**src/rtl/lvds_dpa_link_ctrl.sv**
```systemverilog
// ============================================================================
//  Module      : lvds_dpa_link_ctrl
//  Description : Link bring-up sequencer for one LVDS 7:1 receive lane pair
//                with dynamic phase alignment. Pulses DPA restart, waits for
//                lane DPA done, lets the lane settle, qualifies it over an
//                error-count window and either reports the link good or
//                retrains up to a retry limit.
//  Options     : define LVDS_LOCKED_MONITOR_EN to keep running qualification
//                windows while LOCKED and retrain on a failing window.
//  Revision    : 1.0 - initial release
// ============================================================================
`default_nettype none

module lvds_dpa_link_ctrl #(
    parameter int DPA_RST_CYC = 16,
    parameter int DPA_TIMEOUT = 65535,
    parameter int SETTLE_CYC  = 64,
    parameter int WIN_CYC     = 4096,
    parameter int ERR_THRESH  = 0,
    parameter int MAX_RETRY   = 8
) (
    input  logic        I_clk,
    input  logic        I_rst,
    input  logic        I_enable,
    input  logic        I_lane_dpa_done,
    input  logic        I_error_flag,
    output logic        O_dpa_rst,
    output logic        O_link_ok,
    output logic        O_link_fail,
    output logic [2:0]  O_state,
    output logic [7:0]  O_retry_cnt,
    output logic [15:0] O_win_err_cnt
);

    // State encoding
    localparam logic [2:0] c_S_IDLE     = 3'd0;
    localparam logic [2:0] c_S_DPA_RST  = 3'd1;
    localparam logic [2:0] c_S_DPA_WAIT = 3'd2;
    localparam logic [2:0] c_S_SETTLE   = 3'd3;
    localparam logic [2:0] c_S_MONITOR  = 3'd4;
    localparam logic [2:0] c_S_LOCKED   = 3'd5;
    localparam logic [2:0] c_S_FAIL     = 3'd6;

    // One shared phase counter serves every timed state; size it for the longest
    localparam int c_MAX_A   = (DPA_RST_CYC > DPA_TIMEOUT) ? DPA_RST_CYC : DPA_TIMEOUT;
    localparam int c_MAX_B   = (SETTLE_CYC > WIN_CYC) ? SETTLE_CYC : WIN_CYC;
    localparam int c_CNT_MAX = (c_MAX_A > c_MAX_B) ? c_MAX_A : c_MAX_B;
    localparam int c_CNT_W   = (c_CNT_MAX > 1) ? $clog2(c_CNT_MAX) : 1;

    localparam logic [c_CNT_W-1:0] c_RST_LAST = c_CNT_W'(DPA_RST_CYC - 1);
    localparam logic [c_CNT_W-1:0] c_TO_LAST  = c_CNT_W'(DPA_TIMEOUT - 1);
    localparam logic [c_CNT_W-1:0] c_SET_LAST = c_CNT_W'(SETTLE_CYC - 1);
    localparam logic [c_CNT_W-1:0] c_WIN_LAST = c_CNT_W'(WIN_CYC - 1);

    localparam logic [15:0] c_ERR_THRESH = 16'(ERR_THRESH);
    localparam logic [7:0]  c_MAX_RETRY  = 8'(MAX_RETRY);

`ifdef LVDS_LOCKED_MONITOR_EN
    localparam logic c_LOCKED_MON = 1'b1;
`else
    localparam logic c_LOCKED_MON = 1'b0;
`endif

    logic [2:0]         r_state;
    logic [2:0]         w_next_state;
    logic [c_CNT_W-1:0] r_cnt;
    logic [15:0]        r_err;
    logic [15:0]        w_err_next;
    logic               w_in_win;
    logic               w_win_last;
    logic               w_win_pass;
    logic               w_fail_evt;
    logic               w_cnt_run;
    logic [7:0]         w_retry_inc;

    logic               r_dpa_rst;
    logic               r_link_ok;
    logic               r_link_fail;
    logic [7:0]         r_retry;
    logic [15:0]        r_win_err;

    logic               w_dpa_rst_d;
    logic               w_link_ok_d;
    logic               w_link_fail_d;
    logic [7:0]         w_retry_d;
    logic [15:0]        w_win_err_d;

    // Window bookkeeping and saturating increments shared by the FSM and outputs
    always_comb begin
        w_in_win    = (r_state == c_S_MONITOR) ||
                      (c_LOCKED_MON && (r_state == c_S_LOCKED));
        w_win_last  = w_in_win && (r_cnt == c_WIN_LAST);
        w_err_next  = (I_error_flag && (r_err != 16'hFFFF)) ? (r_err + 16'd1) : r_err;
        w_win_pass  = (w_err_next <= c_ERR_THRESH);
        w_retry_inc = (r_retry == 8'hFF) ? 8'hFF : (r_retry + 8'd1);
        w_cnt_run   = (r_state == c_S_DPA_RST)  || (r_state == c_S_DPA_WAIT) ||
                      (r_state == c_S_SETTLE)   || w_in_win;
    end

    // State register
    always_ff @(posedge I_clk) begin
        if (I_rst) begin
            r_state <= c_S_IDLE;
        end else begin
            r_state <= w_next_state;
        end
    end

    // Next-state decode; an attempt failure is resolved against the retry budget last
    always_comb begin
        w_next_state = r_state;
        w_fail_evt   = 1'b0;
        if (!I_enable) begin
            w_next_state = c_S_IDLE;
        end else begin
            case (r_state)
                c_S_IDLE: begin
                    w_next_state = c_S_DPA_RST;
                end
                c_S_DPA_RST: begin
                    if (r_cnt == c_RST_LAST) begin
                        w_next_state = c_S_DPA_WAIT;
                    end
                end
                c_S_DPA_WAIT: begin
                    // Lock arriving on the timeout cycle still counts as lock
                    if (I_lane_dpa_done) begin
                        w_next_state = c_S_SETTLE;
                    end else if (r_cnt == c_TO_LAST) begin
                        w_fail_evt = 1'b1;
                    end
                end
                c_S_SETTLE: begin
                    if (!I_lane_dpa_done) begin
                        w_fail_evt = 1'b1;
                    end else if (r_cnt == c_SET_LAST) begin
                        w_next_state = c_S_MONITOR;
                    end
                end
                c_S_MONITOR: begin
                    if (!I_lane_dpa_done) begin
                        w_fail_evt = 1'b1;
                    end else if (w_win_last) begin
                        if (w_win_pass) begin
                            w_next_state = c_S_LOCKED;
                        end else begin
                            w_fail_evt = 1'b1;
                        end
                    end
                end
                c_S_LOCKED: begin
                    // Loss of lock retrains without charging the retry budget
                    if (!I_lane_dpa_done) begin
                        w_next_state = c_S_DPA_RST;
                    end else if (w_win_last && !w_win_pass) begin
                        w_fail_evt = 1'b1;
                    end
                end
                c_S_FAIL: begin
                    w_next_state = c_S_FAIL;
                end
                default: begin
                    w_next_state = c_S_IDLE;
                end
            endcase
            if (w_fail_evt) begin
                w_next_state = (w_retry_inc >= c_MAX_RETRY) ? c_S_FAIL : c_S_DPA_RST;
            end
        end
    end

    // Output decode from the upcoming state so registered outputs align with it
    always_comb begin
        w_dpa_rst_d   = (w_next_state == c_S_DPA_RST);
        w_link_ok_d   = (w_next_state == c_S_LOCKED);
        w_link_fail_d = (w_next_state == c_S_FAIL);
        w_retry_d     = r_retry;
        w_win_err_d   = r_win_err;
        if (!I_enable) begin
            w_retry_d = 8'd0;
        end else if (w_fail_evt) begin
            w_retry_d = w_retry_inc;
        end
        // A window aborted by lock loss or disable leaves the last result in place
        if (I_enable && w_win_last && I_lane_dpa_done) begin
            w_win_err_d = w_err_next;
        end
    end

    // Output registers
    always_ff @(posedge I_clk) begin
        if (I_rst) begin
            r_dpa_rst   <= 1'b0;
            r_link_ok   <= 1'b0;
            r_link_fail <= 1'b0;
            r_retry     <= 8'd0;
            r_win_err   <= 16'd0;
        end else begin
            r_dpa_rst   <= w_dpa_rst_d;
            r_link_ok   <= w_link_ok_d;
            r_link_fail <= w_link_fail_d;
            r_retry     <= w_retry_d;
            r_win_err   <= w_win_err_d;
        end
    end

    // Phase counter: restarts on every state change and at each window boundary
    always_ff @(posedge I_clk) begin
        if (I_rst) begin
            r_cnt <= '0;
        end else if ((w_next_state != r_state) || w_win_last || !w_cnt_run) begin
            r_cnt <= '0;
        end else begin
            r_cnt <= r_cnt + 1'b1;
        end
    end

    // Window error accumulator, fresh for every window
    always_ff @(posedge I_clk) begin
        if (I_rst) begin
            r_err <= 16'd0;
        end else if ((w_next_state != r_state) || w_win_last || !w_in_win) begin
            r_err <= 16'd0;
        end else begin
            r_err <= w_err_next;
        end
    end

    assign O_dpa_rst     = r_dpa_rst;
    assign O_link_ok     = r_link_ok;
    assign O_link_fail   = r_link_fail;
    assign O_state       = r_state;
    assign O_retry_cnt   = r_retry;
    assign O_win_err_cnt = r_win_err;

endmodule

`default_nettype wire

```
**config.mk**
```make
export PLATFORM = sky130hd
export DESIGN_NAME = lvds_dpa_link_ctrl
export DESIGN_NICKNAME = d
export VERILOG_FILES = /design/src/rtl/lvds_dpa_link_ctrl.sv
export SDC_FILE = /design/constraint.sdc
export NUM_CORES = 1
export LEC_CHECK = 0
export CAP_MARGIN = 20
export CELL_PAD_IN_SITES_DETAIL_PLACEMENT = 0
export CELL_PAD_IN_SITES_GLOBAL_PLACEMENT = 1
export CORE_UTILIZATION = 46
export DETAILED_ROUTE_END_ITERATION = 6
export GPL_TIMING_DRIVEN = 0
export HOLD_SLACK_MARGIN = 0.02
export PLACE_DENSITY_LB_ADDON = 0.1
export SKIP_CTS_REPAIR_TIMING = 1
export SYNTH_ARGS = -nofsm -noshare
export SYNTH_HDL_FRONTEND = slang
export SYNTH_SLANG_ARGS = --single-unit
```
**constraint.sdc**
```tcl
create_clock -name I_clk -period 7.34 [get_ports I_clk]
set_input_delay 1.101 -clock I_clk [delete_from_list [all_inputs] [get_ports I_clk]]
set_output_delay 1.101 -clock I_clk [all_outputs]
set_load 0.1 [all_outputs]
```
==> flow_metrics.tcl, run 1 <==
set metrics [dict create \
    tightest_slew_ps 1036 \
    synth.yosys.seq_area_share_pct 38.60 \
    hold_viol_final 0 \
    die_area_mm2 0.007329 \
    dpl_cell_area_mm2 0.003636 \
    syn_to_final_growth_pct 18.48 \
    path_class "in2reg" \
    syn-cell-area_mm2 0.003216 \
    synth_flop_cell "dfxtp_1" \
    cts_tree "yes" \
    grt_max_degree 11 \
    critPathArrivalTime_ps 4270 \
    initial_core_util_pct 47.59 \
    grt_usage_pct 23.18 \
    die_w_um 85.61 \
    synth_nets 394 \
    syn_avg_cell_area_um2 8.352 \
    clkSinkCount 62 \
    viasPerCell 5.800 \
    place_hpwl_um 5791 \
    num_rows 30 \
    final_cell_mix "62 x dfxtp_1, 49 x nor2_1, 32 x clkdlybuf4s50_1" \
    async_reset_ff_share_pct 0 \
    vias 2964 \
    power_uw 657.0 \
    yosysWarnings 0 \
    antenna_found_initial 0 \
    critPathLaunchType "input pin" \
    synth_edf_count 0 \
    grt_overflow_total 0 \
    peakVddDrop_v 0.0001193 \
    leakagePower_nw 1.227 \
    fillerInstances 667 \
    drive_gt1_share_pct 8.817 \
    power.density_mw_per_mm2 172.4 \
    port_buffers 32 \
    htreeDepth 3 \
    finClkSkew_ps 7.499 \
    ctsRootBufferMaster "clkbuf_8" \
    ant_nets 0 \
    dr.pass1.iters 5 \
    post_drt_wl_per_cell_um 15.46 \
    synth_seq_cells 62 \
    status "completed" \
    clk_latency_ps 340 \
    cp.required_ps 7560 \
    numCtsBuffers 9 \
    fmax_ghz 0.2470 \
    die_y_um 85.61 \
    syn-instance-count 385 \
    grt_pass1_vias 2788 \
    coreArea_mm2 0.006756 \
    fin_ws_ps 3292 \
    grt_pass1_wl_um 13350 \
    clk_pin_slew_ps 70 \
    crit_path_end_kind "flop" \
    place.gp.congestion 0.9359 \
    drv_slew 0 \
    drc 0 \
    period_minus_slack_ps 4048 \
    min_period_over_period_pct 55.16 \
    dr.first_iter.drc_count 114 \
    nNetsFinal 437 \
    maxCapViolations 0 \
    design_area_mm2 0.003810 \
    boundaryPins 35 \
    setup_violations 0 \
    finalSetupTns_ps 0 \
    rsz0062_at_grt "false" \
    ys_types 58 \
    finalWirelength_um 7899 \
    hold_class "reg2reg" \
    clk_path_buf_depth 2 \
    post-route-util_pct 56.39 \
    antenna-diode-count 0 \
    detailedPlace.worstSlack_ps 3014 \
    final_common_cell "dfxtp_1" \
    crit_path_max_fanout 10 \
    relSlewSlack_pct 30.42 \
]
==> area by class of cell <==
class / count / area, µm² / share of cell area [%]
Multi-Input combinational cell: 293 / 1837 / 48.21
Sequential cell: 62 / 1241 / 32.58
Clock buffer: 13 / 168.9 / 4.434
Tap cell: 80 / 100.1 / 2.627
Inverter: 8 / 30.03 / 0.7882
Clock inverter: 1 / 5.005 / 0.1314
Timing Repair Buffer: 32 / 320.3 / 8.407
Buffer: 22 / 107.6 / 2.824
==> worst paths after layout <==
path,end,slack (ps),cells after the start,startpoint
worst max register to register,r_cnt[9]$_SDFF_PP0_,3570,12,r_err[0]$_SDFF_PP0_
worst min register to register,O_win_err_cnt[6]$_SDFFE_PP0P_,460,2,O_win_err_cnt[6]$_SDFFE_PP0P_
worst max-delay path,r_cnt[9]$_SDFF_PP0_,3290,11,I_error_flag
worst min-delay path,O_win_err_cnt[6]$_SDFFE_PP0P_,460,2,O_win_err_cnt[6]$_SDFFE_PP0P_
==> metal layers <==
metal / track usage (%) / share of wire [%] / vias to the layer above
met5: 0 / 0 / -
met4: 10.30 / 1.4 / 0
met3: 4.139 / 3.0 / 11
met1: 30.06 / 48 / 1385
met2: 37.82 / 47 / 47
li1: - / - / 1521
==> power breakdown <==
| group | switching, mW | leakage (nW) | internal (mW) | total [mW] |
|---|---|---|---|---|
| clock network | 0.127 | 0.0914 | 0.146 | 0.273 |
| logic | 0.0329 | 0.636 | 0.0121 | 0.0450 |
| registers | 0.00143 | 0.500 | 0.338 | 0.339 |
| total | 0.161 | 1.23 | 0.496 | 0.657 |
==> synthesized netlist by cell type (6+ instances only) <==
cell	instances	area [µm²]
a21oi_1	10	50.05
nor4_1	19	118.9
clkbuf_1	9	33.78
buf_2	6	30.03
dfxtp_1	62	1241
nand2_1	20	75.07
o21ai_0	7	35.03
a211oi_1	15	112.6
nor2_1	49	183.9
and3_1	6	37.54
nor3_1	29	145.1
inv_1	8	30.03
nand4_1	11	68.82
xor2_1	14	122.6
xnor2_1	10	87.58
nand3_1	26	130.1
==> per-stage QoR <==
stage               std cells  hold WS (ps)
global placement          497         451.4
CTS                       511         468.1
finish                    511         461.6
detailed placement        497         456.8
floorplan                 385         474.7
global route              511         489.9
==> sequential cells by signal, indices dropped and copies added (netlist names) <==
signal,flops
O_link_ok,1
O_link_fail,1
O_state,3
r_cnt,16
O_dpa_rst,1
O_retry_cnt,8
O_win_err_cnt,16
r_err,16
==> worst max-delay path, stage by stage <==
cell	delay, ps
clkbuf_1	250
nand3_1	180
nor3_1	480
and3_1	320
a31o_1	200
o2111ai_1	220
nor2_1	280
nor2_1	110
o41ai_2	680
buf_2	370
nor4_1	80
==> kinds of logic (layout without fill, tap and decap cells) <==
family / Yosys count / in the layout / synth area share (%)
flip-flops: 62 / 62 / 38.60
XOR/XNOR: 24 / 24 / 6.537
adder cells (fa/ha/maj): 4 / 4 / 1.556
AND/OR/NAND/NOR: 197 / 197 / 32.72
buffers and inverters: 30 / 76 / 4.280
AO/OA/AOI/OAI: 62 / 62 / 14.13
multiplexers: 6 / 6 / 2.179
(Power assumes the default switching activity.)
==> inputs of run 2 (changes only) <==
- CORE_UTILIZATION: 46 -> 42
- clock period: 7.34 -> 4.01 ns (I/O delays scaled with it)
==> run 2 against run 1 <==
Effect of this change:
- first-iteration DRC count down 20%
- power rose by 110%
- critical path depth rose by 2
- design area grew 3.2%
- critical endpoint is now r_err[2]$_SDFF_PP0_
==> flow_metrics.tcl, run 2 (synthesized netlist as in run 1, its figures left out) <==
set metrics [dict create \
    die_y_um 89.50 \
    final_common_cell "dfxtp_1" \
    p_sw_uw 315.8 \
    ant_nets 0 \
    critPathLaunchType "flop" \
    ctsRootBufferMaster "clkbuf_8" \
    sequentialPowerShare_pct 44.2 \
    cp_slowest_stage_delay_ps 460 \
    finalWirelength_um 8076 \
    fillerInstances 691 \
    viasPerCell 5.645 \
    numCtsBuffers 9 \
    crit_path_end_kind "flop" \
    cts_tree "yes" \
    relSlewSlack_pct 27.40 \
    dpl_cell_area_mm2 0.003660 \
    post-route-util_pct 53.64 \
    antenna_found_initial 0 \
    dr.first_iter.drc_count 91 \
    cp_top_family "compound AO/OA/AOI/OAI gates" \
    design_area_mm2 0.003933 \
    vias 3003 \
    syn_to_final_growth_pct 22.30 \
    finalSetupTns_ps 0 \
    setup_violations 0 \
    boundaryPins 35 \
    hold_class "reg2reg" \
    min_period_over_period_pct 91.19 \
    swShare_pct 22.50 \
    power.density_mw_per_mm2 357.0 \
    place_hpwl_um 5850 \
    finClkSkew_ps 7.479 \
    clk_latency_ps 340 \
    coreArea_mm2 0.007331 \
    period_minus_slack_ps 3657 \
    multi_input_area_mm2 0.001853 \
    slowest_stage "or4_1" \
    path_class "reg2reg" \
    port_buffers 32 \
    tightest_slew_ps 1081 \
    cp.required_ps 4220 \
    leakagePower_nw 1.263 \
    drc 0 \
    status "completed" \
    htreeDepth 3 \
    die_area_mm2 0.008010 \
    clk_path_buf_depth 2 \
    drive_gt1_share_pct 9.700 \
    cpMostUsedCell "buf_2" \
    clk_pin_slew_ps 70 \
    detailedPlace.worstSlack_ps 157.5 \
    crit_path_max_fanout 10 \
    num_rows 31 \
    crit_buf_inv 3 \
    grt_pass1_vias 2658 \
    worst_hold_slack_ps 455.0 \
    post_drt_wl_per_cell_um 15.18 \
    critPathArrivalTime_ps 3870 \
    ff_latch_area_mm2 0.001241 \
    die_w_um 89.50 \
    fmax_ghz 0.2735 \
    grt_pass1_wl_um 13300 \
    antenna-diode-count 0 \
    cp_cell_sequence "ha_1, nand3_1, or4_1, buf_2, a311oi_1, a31o_1, o2111ai_1, o21ai_2, buf_4, mux2_4, mux2i_2, buf_2, nor3_1" \
    final_cell_mix "62 x dfxtp_1, 49 x nor2_1, 32 x clkdlybuf4s50_1" \
    nNetsFinal 437 \
    internal_power_mw 1.088 \
    hold_viol_final 0 \
    peakVddDrop_v 0.0002336 \
    drv_slew 0 \
    initial_core_util_pct 43.86 \
    grt_overflow_total 0 \
    comb_power_share_pct 6.1 \
    dr.pass1.iters 4 \
    grt_max_degree 12 \
    place.gp.congestion 0.8749 \
    clkSinkCount 62 \
    grt_usage_pct 21.99 \
    rsz0062_at_grt "false" \
    fin_ws_ps 353.4 \
    power.share.clock_pct 49.7 \
    maxCapViolations 0 \
]
## run 2: path summary, 6_finish.rpt
check                           startpoint                             to  slack, ps  depth (start not counted)
max                    r_err[0]$_SDFF_PP0_            r_err[2]$_SDFF_PP0_        350                         13
min          O_win_err_cnt[4]$_SDFFE_PP0P_  O_win_err_cnt[4]$_SDFFE_PP0P_        450                          2
max reg2reg            r_err[0]$_SDFF_PP0_            r_err[2]$_SDFF_PP0_        350                         13
min reg2reg  O_win_err_cnt[4]$_SDFFE_PP0P_  O_win_err_cnt[4]$_SDFFE_PP0P_        450                          2
## run 2: area by class of cell
cell class              instances  area share, %
well taps                      99          3.150
clock buffers                  11          3.850
multi-input cells             293          47.12
plain buffers                  22          2.736
flip-flops and latches         62          31.56
clock inverters                 5          2.673
repair buffers                 32          8.145
inverters                       8         0.7636
## run 2: power by group through the flow
stage / Clock (mW) / Sequential (mW) / Combinational, mW
finish: 0.698 / 0.621 / 0.0854
CTS: 0.709 / 0.621 / 0.0837
global route: 0.737 / 0.621 / 0.0927
detailed placement: 0 / 0.635 / 0.0832
global placement: 0 / 0.635 / 0.0825
floorplan: 0 / 0.651 / 0.0445
## run 2: layer usage
metal  vias up  global-route usage, %  wire [µm]
met1      1418                  28.40       3849
met3         6                  5.263        275
li1       1518                      -          -
met2        61                  36.85       3872
met4         0                  5.628         79
met5         -                      0          0
## run 2: per-stage QoR
| stage | total power [mW] | std cells |
|---|---|---|
| 2_1_floorplan | 0.6958 | 385 |
| 3_3_place_gp | 0.7171 | 516 |
| 3_5_place_dp | 0.7179 | 516 |
| 4_1_cts | 1.414 | 532 |
| 5_1_grt | 1.450 | 532 |
| 6_report | 1.404 | 532 |
## run 2: worst reg2reg max path: cells and delay by family (launching register included)
kind            cells  cell delay, ps
compound gates      4             850
buf+inv             3             670
mux                 2             670
simple gates        3             640
flops               1             430
fa+ha+maj           1             270
